`src/rtl/pwm_compare.sv`:
```
// pwm_compare: PWM generator on an external free-running count, with a
//   double-buffered duty (valid/ready), wrap pulse, sticky irq and stall flag.
// Latency: o_pwm_out, o_period_done, o_irq, o_stall are registered, 1 cycle after i_q.
// Backpressure: o_duty_ready is low while a duty waits in the shadow buffer.
//   It returns high the cycle after the wrap that applies that duty.
//
// Ports:
//   i_clk, i_rst_n               clock; asynchronous active-low reset
//   i_q                          count from the upstream counter (PWM timebase)
//   i_duty_valid/i_duty_data     duty offer, in counts per period
//   o_duty_ready                 shadow buffer free (comb. from r_pending only)
//   o_pwm_out                    registered PWM output
//   o_period_done                one-cycle pulse per counter wrap
//   o_irq / i_irq_ack            sticky wrap interrupt and its clear
//   o_stall                      timebase has stopped changing
module pwm_compare #(
  parameter int WIDTH       = 4,
  parameter int STALL_LIMIT = 8   // must be >= 1
) (
  input  logic             i_clk,
  input  logic             i_rst_n,
  input  logic [WIDTH-1:0] i_q,
  input  logic             i_duty_valid,
  input  logic [WIDTH-1:0] i_duty_data,
  output logic             o_duty_ready,
  output logic             o_pwm_out,
  output logic             o_period_done,
  output logic             o_irq,
  input  logic             i_irq_ack,
  output logic             o_stall
);

  // Wide enough to hold STALL_LIMIT itself, where the counter saturates.
  localparam int SCW = $clog2(STALL_LIMIT + 1);
  localparam logic [SCW-1:0] STALL_MAX = SCW'(STALL_LIMIT);

  logic [WIDTH-1:0] r_q_prev;
  logic [WIDTH-1:0] r_active_duty;
  logic [WIDTH-1:0] r_shadow_duty;
  logic             r_pending;
  logic [SCW-1:0]   r_stall_cnt;

  logic             w_wrap;
  logic             w_xfer;
  logic             w_apply;
  logic [WIDTH-1:0] w_duty_eff;
  logic [SCW-1:0]   w_stall_cnt_nxt;

  // ---------------------------------------------------------------------
  // Combinational decode
  // ---------------------------------------------------------------------

  // Only a max->0 step is a wrap; 0->0 (e.g. first sample after reset, or a
  // counter held in reset) must not produce a period boundary.
  assign w_wrap = (r_q_prev == {WIDTH{1'b1}}) && (i_q == '0);

  // Ready depends on the register alone, so valid never loops back to ready.
  assign o_duty_ready = !r_pending;
  assign w_xfer       = i_duty_valid && !r_pending;

  // Shadow moves into active at the wrap that sees it pending.
  assign w_apply = w_wrap && r_pending;

  // In the wrap cycle the q=0 sample must already use the new duty, so the
  // shadow value bypasses active for that one compare.
  assign w_duty_eff = w_apply ? r_shadow_duty : r_active_duty;

  always_comb begin
    w_stall_cnt_nxt = '0;
    if (i_q == r_q_prev) begin
      if (r_stall_cnt == STALL_MAX) begin
        w_stall_cnt_nxt = r_stall_cnt;
      end else begin
        w_stall_cnt_nxt = r_stall_cnt + SCW'(1);
      end
    end
  end

  // ---------------------------------------------------------------------
  // Timebase history and stall detection
  // ---------------------------------------------------------------------
  always_ff @(posedge i_clk or negedge i_rst_n) begin
    if (!i_rst_n) begin
      r_q_prev    <= '0;
      r_stall_cnt <= '0;
      o_stall     <= 1'b0;
    end else begin
      r_q_prev    <= i_q;
      r_stall_cnt <= w_stall_cnt_nxt;
      o_stall     <= (w_stall_cnt_nxt == STALL_MAX);
    end
  end

  // ---------------------------------------------------------------------
  // Duty double buffer
  // ---------------------------------------------------------------------
  // A transfer needs r_pending == 0 and an apply needs r_pending == 1, so the
  // two never collide in one cycle.
  always_ff @(posedge i_clk or negedge i_rst_n) begin
    if (!i_rst_n) begin
      r_shadow_duty <= '0;
      r_active_duty <= '0;
      r_pending     <= 1'b0;
    end else begin
      if (w_xfer) begin
        r_shadow_duty <= i_duty_data;
        r_pending     <= 1'b1;
      end else if (w_apply) begin
        r_active_duty <= r_shadow_duty;
        r_pending     <= 1'b0;
      end
    end
  end

  // ---------------------------------------------------------------------
  // PWM compare and wrap outputs
  // ---------------------------------------------------------------------
  always_ff @(posedge i_clk or negedge i_rst_n) begin
    if (!i_rst_n) begin
      o_pwm_out     <= 1'b0;
      o_period_done <= 1'b0;
      o_irq         <= 1'b0;
    end else begin
      o_pwm_out     <= (i_q < w_duty_eff);
      o_period_done <= w_wrap;
      // Set has priority so a wrap coinciding with an ack is not lost.
      if (w_wrap) begin
        o_irq <= 1'b1;
      end else if (i_irq_ack) begin
        o_irq <= 1'b0;
      end
    end
  end

endmodule

```
`config.mk`:
```
export PLATFORM = sky130hd
export DESIGN_NAME = pwm_compare
export DESIGN_NICKNAME = d
export VERILOG_FILES = /design/src/rtl/pwm_compare.sv
export SDC_FILE = /design/constraint.sdc
export NUM_CORES = 1
export LEC_CHECK = 0
export BUFFER_PORTS_ARGS = -buffer_cell sky130_fd_sc_hd__buf_2
export CAP_MARGIN = 30
export CORE_UTILIZATION = 50
export CTS_BUF_LIST = sky130_fd_sc_hd__clkbuf_16
export CTS_CLUSTER_SIZE = 28
export DETAILED_ROUTE_END_ITERATION = 6
export GPL_TIMING_DRIVEN = 1
export PLACE_DENSITY = 0.73
export SYNTH_ARGS = -nofsm -noshare
export SYNTH_HDL_FRONTEND = slang
export SYNTH_SLANG_ARGS = --single-unit
export TNS_END_PERCENT = 5
```
`constraint.sdc`:
```
create_clock -name i_clk -period 2.85 [get_ports i_clk]
set_clock_uncertainty 0.1 [all_clocks]
set_input_delay 0.855 -clock i_clk [delete_from_list [all_inputs] [get_ports i_clk]]
set_output_delay 0.855 -clock i_clk [all_outputs]
set_load 0.005 [all_outputs]
```
# == After elaboration in Yosys (flattened, before gate mapping) ==
# Cells that the tools add are included.
# totals
reg_bits,21
latchBits,0
mem_bits_rw,0
romBits,0
in_bits,12
wordCells,29
n_memories,0
# op_classes
n_addsub,1
n_mul,0
div_mod_pow,0
magnitude_cmp,1
n_eq_ne,4
shifts,0
muxes,7
bitwise_logic,0
n_reduce_logical,7
# op_table
op,count
"== test 4 bit, second input constant",3
two-way mux 4 bit,3
"adder 4 x 1 -> 4 bit, second input constant",1
== test 4 bit,1
logical NOT 4 bit,1
less-than comparator 4 bit,1
two-way mux 1 bit,4
nonzero test 2 bit,2
logical AND 1 bit,3
logical NOT 1 bit,1

# == Longest topological paths before layout ==
# depth
depth_word,5
depth_mapped,8
ltp_nobuf,8

# == Worst setup path after synthesis ==
# Ideal clock, no wire load.
# synth_timing
path_type,input-to-reg
from,input port i_q[1]
to,register o_pwm_out
setup_ns,0.087
arrival_time_ns,2.594
slack_ns,0.069
cell_stages,8
path_cell_list,and4bb_1 -> nand3_4 -> mux2_4 -> inv_2 -> ha_1 -> a2111oi_0 -> nand2_1 -> o211ai_1
# synth_via
elab_chain_cells,5
# synth_lines
element,line_no,source
"start, declared",22,"input logic [WIDTH-1:0] i_q,"
logical NOT 4 bit,55,assign w_wrap = (r_q_prev == {WIDTH{1'b1}}) && (i_q == '0);
logical AND 1 bit,55,
logical AND 1 bit,62,assign w_apply = w_wrap && r_pending;
two-way mux 4 bit,--,
less-than comparator 4 bit *,124,o_pwm_out <= (i_q < w_duty_eff);
"end signal, assigned",124,
"end, declared",26,"output logic o_pwm_out,"
# Mark *: on every way between the ends. The rest lies on a longest branch, timed or not.
# A chain may end at the register's enable or synchronous reset.

# == Worst setup path in the final report ==
# layout_timing
from,input port i_q[0]
to,register o_pwm_out
# The elaborated chain is that of the path after synthesis.

==> results by group <==
Floorplanning
  • Die X: 45.87 um
  • Initial Utilization: 54.54%
  • Core region area: 0.001764 mm^2
  • Number of I/O pins: 17
  • Die area: 0.002104 mm^2
  • Die height: 45.87 um
  • Cell Rows: 15

STA
  • Final Hold Fails: 0
  • Worst-Margin Slew: 0.4623 ns
  • Pins Over Slew Limit: 0
  • Period utilization: 96.12%
  • Fin Setup TNS: 0 ns
  • Final setup fails: 0
  • F_max: 365.1 MHz
  • Crit path time final: 2.739 ns
  • Relative slew slack: 69.18%
  • RSZ-0062 raised after global routing: false

Yosys
  • Yosys warnings: 0
  • Largest family of logic cells by synthesized area: simple AND/OR/NAND/NOR gates
  • Fraction of registers with async set/reset: 100.0%
  • Post-synthesis compound-gate area fraction: 6.242%
  • #FFs+latches synth: 21
  • Post-synthesis xor/xnor area fraction: 5.462%
  • Synth Instances: 78
  • Synthesized Nets: 95
  • Adder-Cell Fraction of Synth Area: 6.502%
  • Post-synth EDFFs: 0
  • Cell accounting for the most synthesized area: dfrtp_1
  • Avg Cell Area, Syn: 12.34 um^2
  • Distinct cells, synth: 27
  • Post-synthesis sequential area ratio: 54.62%
  • Commonest register cell after synthesis: dfrtp_1
  • Synth area leaders: dfrtp_1 (55%), ha_1 (6.5%), mux2_2 (5.9%), mux2_4 (4.7%), xnor2_1 (4.6%)
  • Synth Area in Simple Gates: 13.52%
  • Post-synth top area share: 54.62%
  • Synthesized area: 962.2 um^2
  • Multiplexer share of the synthesized area: 10.53%

Route
  • Post-DR vias/cell: 4.930
  • DRT Wirelength: 1633 um
  • 1st-iter DRT viols: 3
  • DR WL/cell: 12.66 um
  • Router iterations before antenna repair: 3
  • # DRC: 0
  • Antenna Violating Nets Remaining: 0
  • Vias: 636

Global route
  • Number of global-route vias before repair: 654
  • First-pass GRT wire length: 2794 um
  • Initial antenna violation count: 0
  • Pin count of the biggest net entering global routing: 22
  • GRT Total Usage: 19.27%
  • Gr ovfl total: 0

CTS
  • H-tree Lvls: 1
  • Num CTS Buffers: 3
  • CTS tree: done
  • Post-CTS setup buffer count: 0
  • Clock latency on the worst-skew pair: 0.24 ns
  • Clock slew at reported path FFs: 0.05 ns
  • Clock sinks: 21
  • Hold-fix buffers, CTS: 0
  • CTS Root Cell: clkbuf_16
  • Clk buf depth: 2

Outcome
  • Run status: finished, final reports clean

Min path
  • Worst hold path type: reg2reg

Power
  • Cell area power density: 565.7 mW/mm^2
  • P_leak: 0.0005843 uW
  • Total power: 678.1 uW
  • Worst vdd rail ir drop: 0.5105 mV

Cells and area
  • Finished Core Util: 67.94%
  • Commonest non-fill, non-tap cell in the layout: dfrtp_1
  • Diode count: 0
  • Area growth, synth to finish: 24.58%
  • Layout cells sized above 1: 37.50%
  • Layout Nets: 122
  • Commonest non-fill, non-tap cells in the layout: dfrtp_1 (21), buf_2 (16), inv_1 (6), nor2_1 (6), buf_4 (6)

Placement
  • Final HPWL DP: 1171 um
  • GP Congestion: 0.6958
  • I/O Buffers: 16

Critical path
  • CP Max Fanout: 2
  • Critical path class: in2reg
  • Worst Setup End Kind: flop
  • Critical path arrival: 2.79 ns
  • Startpoint Class: input port
  • Worst path required time: 2.90 ns

Flow run
  • Max_cap viols: 0
path summary, 6_finish.rpt:
path,startpoint,end,slack [ns],cells after the start
worst min register to register,o_irq,o_irq,0.38,1
worst min-delay path,o_irq,o_irq,0.38,1
min in group asynchronous,i_rst_n,r_shadow_duty[0],0.46,1
worst max register to register,r_q_prev[1],o_pwm_out,0.52,9
max in group asynchronous,i_rst_n,r_stall_cnt[1],1.88,1
worst max-delay path,i_q[0],o_pwm_out,0.11,10
cells in the mapped netlist (2+ instances only):
master	n
dfrtp_1	21
nor2_1	6
ha_1	5
inv_1	5
mux2_2	5
xnor2_1	5
nand2_1	4
inv_2	3
mux2_4	3
a21oi_1	2
and4bb_1	2
nand3_1	2
layout make-up:
type	count	area [um^2]
fill	158	565.5
inverter	8	30.03
timing repair buffer	22	125.1
clock inverter	1	3.754
multi-input combinational	49	407.9
tap	25	31.28
sequential	21	525.5
clock buffer	3	75.07
through the flow:
stage	cell area, um^2	setup slack [ns]	hold slack [ns]	std cells
finish	1199	0.1107	0.3797	129
global route	1199	0.01759	0.4104	129
CTS	1197	0.07694	0.3849	129
detailed placement	1119	-0.08801	0.3725	125
global placement	1119	-0.04875	0.3559	125
floorplan	962.2	0.06950	0.3753	78
state kept, by name, summed over array words and instances (netlist names):
register and cells:
o_pwm_out 1, r_shadow_duty 4, r_stall_cnt 4, o_period_done 1, o_stall 1, o_irq 1
r_pending 1, r_active_duty 4, r_q_prev 4
cells by family after synthesis:
logic type / Yosys count
and+or+nand+nor: 21
DFF: 21
AOI/OAI and AO/OA: 9
buffers and inverters: 8
muxes: 8
xor gates and xnor gates: 6
adders and majority gates: 5
timing repair:
| action | in CTS | in global routing |
|---|---|---|
| hold endpoints to repair | 0 | 0 |
| setup endpoints to repair | 0 | 1 |
| gates resized for setup | 0 | 2 |
critical path, stage by stage:
cell       delay (ns)
buf_2            0.11
and4bb_2         0.33
nand3_4          0.09
mux2_4           0.32
inv_2            0.05
ha_1             0.24
a2111oi_1        0.39
buf_4            0.18
nand2_1          0.04
o211ai_1         0.18
where the power goes:
part / internal, uW / switching [uW]
combinational: 37.7 / 31.7
sequential: 318 / 10.5
clock: 186 / 94.3
total: 542 / 136
metal layers:
layer  GRT usage (%)  share of wire (%)  wire length [um]  vias to the layer above
met5               0                  0                 0                        -
met1           22.96                 45               743                      305
met3           4.365                1.8                29                        2
li1                -                  -                 -                      318
met2           34.08                 51               840                       11
met4           5.882                1.2                20                        0
(Power assumes the default switching activity.)
